--- src/rtl/adder_4bits_pkg.sv ---
// Shared width, nibble type and reset values for the 4-bit ripple-carry adder.
package adder_4bits_pkg;
  localparam int ADDER_WIDTH = 4;

  typedef logic [ADDER_WIDTH-1:0] nibble_t;

  localparam nibble_t S_RST = '0;
  localparam logic    C_RST = 1'b0;
endpackage

--- src/rtl/adder_4bits_full_adder.sv ---
// Single-bit full adder: purely combinational, no state, no flow control.
module full_adder (
  input  logic a,
  input  logic b,
  input  logic ci,
  output logic s,
  output logic co
);
  assign s  = a ^ b ^ ci;
  assign co = (a & b) | (a & ci) | (b & ci);
endmodule

--- src/rtl/adder_4bits.sv ---
// 4-bit ripple-carry adder; latency 1 cycle (REGISTER_OUTPUT=1) or 0, one sum per clock, no backpressure.
// Define ADDER_4BITS_OVF_EN to add the signed-overflow output ovf_o.
module adder_4bits
  import adder_4bits_pkg::*;
#(
  parameter int REGISTER_OUTPUT = 1
) (
  input  logic    clk_i,
  input  logic    rst_i,
  input  nibble_t a_i,
  input  nibble_t b_i,
  input  logic    valid_i,
  output nibble_t s_o,
  output logic    c_o,
  output logic    valid_o
`ifdef ADDER_4BITS_OVF_EN
  ,
  output logic    ovf_o
`endif
);

  logic [ADDER_WIDTH:0] carry;
  nibble_t              sum;

  assign carry[0] = 1'b0;

  for (genvar k = 0; k < ADDER_WIDTH; k++) begin : g_stage
    full_adder u_fa (
      .a  (a_i[k]),
      .b  (b_i[k]),
      .ci (carry[k]),
      .s  (sum[k]),
      .co (carry[k+1])
    );
  end

`ifdef ADDER_4BITS_OVF_EN
  // Two's-complement overflow: like-signed operands produce a result of the other sign.
  logic ovf;
  assign ovf = (a_i[ADDER_WIDTH-1] == b_i[ADDER_WIDTH-1]) &&
               (sum[ADDER_WIDTH-1] != a_i[ADDER_WIDTH-1]);
`endif

  if (REGISTER_OUTPUT != 0) begin : g_reg
    always_ff @(posedge clk_i or posedge rst_i) begin
      if (rst_i) begin
        s_o     <= S_RST;
        c_o     <= C_RST;
        valid_o <= 1'b0;
      end else begin
        valid_o <= valid_i;
        if (valid_i) begin
          s_o <= sum;
          c_o <= carry[ADDER_WIDTH];
        end
      end
    end

`ifdef ADDER_4BITS_OVF_EN
    always_ff @(posedge clk_i or posedge rst_i) begin
      if (rst_i) begin
        ovf_o <= 1'b0;
      end else if (valid_i) begin
        ovf_o <= ovf;
      end
    end
`endif
  end else begin : g_comb
    // Reset only masks valid_o here; the data path stays transparent.
    assign s_o     = sum;
    assign c_o     = carry[ADDER_WIDTH];
    assign valid_o = valid_i & ~rst_i;
`ifdef ADDER_4BITS_OVF_EN
    assign ovf_o   = ovf;
`endif
  end

endmodule

--- config.mk ---
export PLATFORM = sky130hd
export DESIGN_NAME = adder_4bits
export DESIGN_NICKNAME = d
export VERILOG_FILES = /design/src/rtl/adder_4bits_pkg.sv /design/src/rtl/adder_4bits_full_adder.sv /design/src/rtl/adder_4bits.sv
export SDC_FILE = /design/constraint.sdc
export NUM_CORES = 1
export LEC_CHECK = 0
export CAP_MARGIN = 30
export CORE_AREA = 5 5 42 44
export DETAILED_ROUTE_END_ITERATION = 16
export DIE_AREA = 0 0 47 49
export GPL_ROUTABILITY_DRIVEN = 0
export SYNTH_ARGS = -nofsm -noshare
export SYNTH_HDL_FRONTEND = slang
export SYNTH_SLANG_ARGS = --single-unit
--- constraint.sdc ---
create_clock -name clk_i -period 1.77 [get_ports clk_i]
set_clock_uncertainty 0.15 [all_clocks]
set_input_delay 0.354 -clock clk_i [delete_from_list [all_inputs] [get_ports clk_i]]
set_output_delay 0.354 -clock clk_i [all_outputs]
set_load 0.005 [all_outputs]
# == After elaboration in Yosys (flattened, before gate mapping) ==
# Cells that the tools add are included.
# totals
memories,0
mem_bits_rw,0
in_bits,11
latch_bits,0
reg_bits,6
elab_cells,26
output_inout_bits,6
mem_bits_ro,0
# classes
n_reduce_logical,0
order_cmp,0
n_mux,0
div,0
bitwise_logic,23
n_shift,0
n_eq_ne,0
mul,0
addsub,0
# op_table
cell,count
bitwise AND 1 bit,10
bitwise XOR 1 bit,7
bitwise OR 1 bit,6

# == Logic depth before layout (Yosys ltp) ==
# logic_depth
depth_word,10
ltp_mapped,6
mapped_depth_nobuf,6

# == Hierarchy ==
# From an unflattened synthesis, not the netlist that was laid out.
# hier_totals
hier_cells,17
area_unflattened_um2,294.0
# modules_own_cells
mod,cells_each,seq_area_each_um2,area_each_um2,instances
adder_4bits,13,150.1,214.0,1
full_adder,1,0.0,20.0,4

# == Worst setup path before layout ==
# No wires, ideal clock.
# synth_path
path_type,input to register
start,input a_i[0]
end,register s_o[3]
arrival_time_ns,1.858
setup_ns,0.077
path_stages,6
path_slack_ns,-0.315
required_ns,1.543
n_path_buf,0
path_cell_list,ha_1 > fa_1 > fa_1 > inv_1 > fa_1 > a21oi_1
# synth_between
elab_chain_len,8
elab_cells_between_ends,10
classes_between,bitwise: 10
# synth_rtl
element,line_no,rtl
from (decl),adder_4bits.sv:10,"input nibble_t a_i,"
bitwise AND 1 bit (*),adder_4bits_full_adder.sv:10,assign co = (a & b) | (a & ci) | (b & ci);
bitwise AND 1 bit,adder_4bits_full_adder.sv:10,
bitwise OR 1 bit,adder_4bits_full_adder.sv:10,
bitwise OR 1 bit (*),adder_4bits_full_adder.sv:10,
bitwise AND 1 bit,adder_4bits_full_adder.sv:10,
bitwise OR 1 bit,adder_4bits_full_adder.sv:10,
bitwise OR 1 bit (*),adder_4bits_full_adder.sv:10,
bitwise XOR 1 bit (*),adder_4bits_full_adder.sv:9,assign s = a ^ b ^ ci;
to (signal assigned),adder_4bits.sv:53,s_o <= sum;
to (decl),adder_4bits.sv:13,"output nibble_t s_o,"
# Every way passes the cells marked *; elsewhere a longest branch is shown, timed or not.
# A chain may end at the register's enable or synchronous reset.

# == Final worst setup path ==
# Ends and elaborated chain as after synthesis.

==> results.toml <==
[run_status]
outcome = "finished with violations"
violations = "negative setup slack"

[global_route]
grt_max_degree = 7
grt_pass1_wl_um = 972
grt_overflow_total = 0
antenna_found_initial = 0
grt_pass1_vias = 222
track_usage_pct = 6.534

[detailed_routing]
route.vias.total = 226
drc = 0
wl_per_cell_um = 11.47
via_per_inst = 3.965
drtIter0Drc = 0
first_pass_iters = 1
wirelength_um = 654
ant_nets = 0

[die]
die-area_um2 = 2303
die_y_um = 49
die_x_um = 47
io_pins = 17
core_um2 = 1401
start_util_pct = 22.59
rows = 14

[logic_synthesis]
netlist_instances = 22
synth-seq-cells = 6
synth_nets = 37
ys_warn_count = 0
synth_top_family_by_area = "adder cells"
synth_xor_area_share_pct = 0
synthAdderAreaFrac_pct = 22.92
avgSynthCellArea_um2 = 14.39
synth_compound_area_share_pct = 1.581
yosys.area_share.simple_pct = 1.186
synth_cell_types = 9
seq_area_frac_synth_pct = 47.43
syn-cell-area_um2 = 316.6
synthMuxAreaShare_pct = 17.39

[place]
post_dp_cell_area_um2 = 510.5
pre_cts_ws_ps = -778.7
dp_cells = 54
hpwl_um = 522.6
port_buffers = 16

[sta]
period_needed_ps = 1885
finalHoldViolCount = 0
max_slew_margin_pct = 82.77
worst_pin_slew_ps = 257.7
rsz0062_at_grt = "yes"
setup_viol = 1
slew_violations = 0
fin_crit_sh_pct = 106.5
finalHoldWorstSlack_ps = 172.9
fmax_ghz = 0.5305
setup_slack_ps = -115.2

[final_layout]
regArea_um2 = 150.1
stdcell_area_um2 = 534.3
final_nets = 58
synthToLayoutAreaGrowth_pct = 68.77
drive_above_1_share_pct = 36.59
multi_input_area_um2 = 157.7
nFillCells = 156
stdcell_count = 57
antenna_cells = 0

[setup_path]
reg2reg_from = "s_o[1]$_DFFE_PP0P_"
path_class = "input port to flop"
crit_required_ps = 1790
critPathLaunch = "a_i[0]"
end_kind = "flop"
critPathMaxFanout = 1
crit_path_start_kind = "input port"
critPathArrivalTime_ps = 1910

[worst_hold_path]
hold_path_class = "input port to async pin"

[power]
p_leak_uw = 0.0002439
ir_drop_mv = 0.3698
p_per_area_nw_per_um2 = 798.3

[cts]
cts.path.max_buffers = 2
cts_tree = "built"
clkSinkCount = 6
htreeDepth = 1
clock_latency_ps = 240
cts_root_buf = "clkbuf_4"
numCtsBuffers = 3
path_clk_slew_ps = 50

[flow_run]
maxCapViolCount = 0
[per-stage QoR]
stage	util [%]	total power (µW)	TNS, ps
5_1_grt	38.13	454.3	-159.6
3_3_place_gp	36.43	301.8	-2031
3_5_place_dp	36.43	301.3	-2057
6_report	38.13	426.5	-115.2
2_1_floorplan	-	223.3	-268.9
4_1_cts	38.04	430.3	-147.0
[where the power goes]
part	switching [µW]	internal [µW]
clock network	50.4	76.8
registers	11.1	159
logic	40.4	88.6
total	102	325
[routing by layer]
layer,track usage (%),vias to the layer above,wire length [µm],share of wire [%]
met4,5.530,0,0,0
met1,7.675,104,265,41
met5,0,-,0,0
met3,6.273,0,151,23
met2,6.561,17,237,36
li1,-,105,-,-
[area by class of cell]
class	count	share of cell area [%]
clock buffers	3	4.215
repair buffers	17	30.91
well taps	16	3.747
inverters	5	3.513
multi-input cells	10	29.51
flip-flops and latches	6	28.10
[cell usage in the layout, fill, tap and decap left out, drive strengths merged]
master	instances
fa	3
nor2	1
mux2	3
a21oi	1
inv	5
clkdlybuf4s50	12
mux2i	1
dfrtp	6
buf	3
clkbuf	4
ha	1
clkdlybuf4s15	1
[synthesized netlist by cell type (all sizes together)]
cell type  count  area, µm²
a21oi          1      5.000
buf            1      11.26
dfrtp          6      150.1
fa             3      60.06
ha             1      12.51
inv            5      18.77
mux2           3      45.04
mux2i          1      10.01
nor2           1      3.750
[worst max-delay path: stages]
cell	delay (ps)
buf_6	100
ha_4	150
fa_2	350
fa_2	360
inv_2	60
fa_1	420
a21oi_2	120
[kinds of logic (layout without fill, tap and decap cells)]
logic type               count (synthesis)  count (layout)
multiplexers                             4               4
flip-flops                               6               6
adder cells (fa/ha/maj)                  4               4
buffers and inverters                    6              25
AO/OA/AOI/OAI                            1               1
AND/OR/NAND/NOR                          1               1
[final timing paths]
check	endpoint	slack, ps	cells past startpoint
worst max register to register	s_o[1]$_DFFE_PP0P_	870	1
worst min-delay path	c_o$_DFFE_PP0P_	170	2
min in group clk_i	s_o[0]$_DFFE_PP0P_	300	3
worst max-delay path	s_o[3]$_DFFE_PP0P_	-120	7
worst min register to register	s_o[0]$_DFFE_PP0P_	360	1
max in group asynchronous	s_o[0]$_DFFE_PP0P_	1110	2
[registers in the layout (all words and copies together), names as in the netlist]
register and flops:
valid_o 1, s_o 4, c_o 1
[what timing repair did]
item | CTS | global route
resized for setup | 12 | 4
setup buffers | 0 | 0
endpoints found under the setup margin | 3 | 1
hold buffers | 0 | 0
pin swaps | 5 | 5
(Power assumes the default switching activity.)
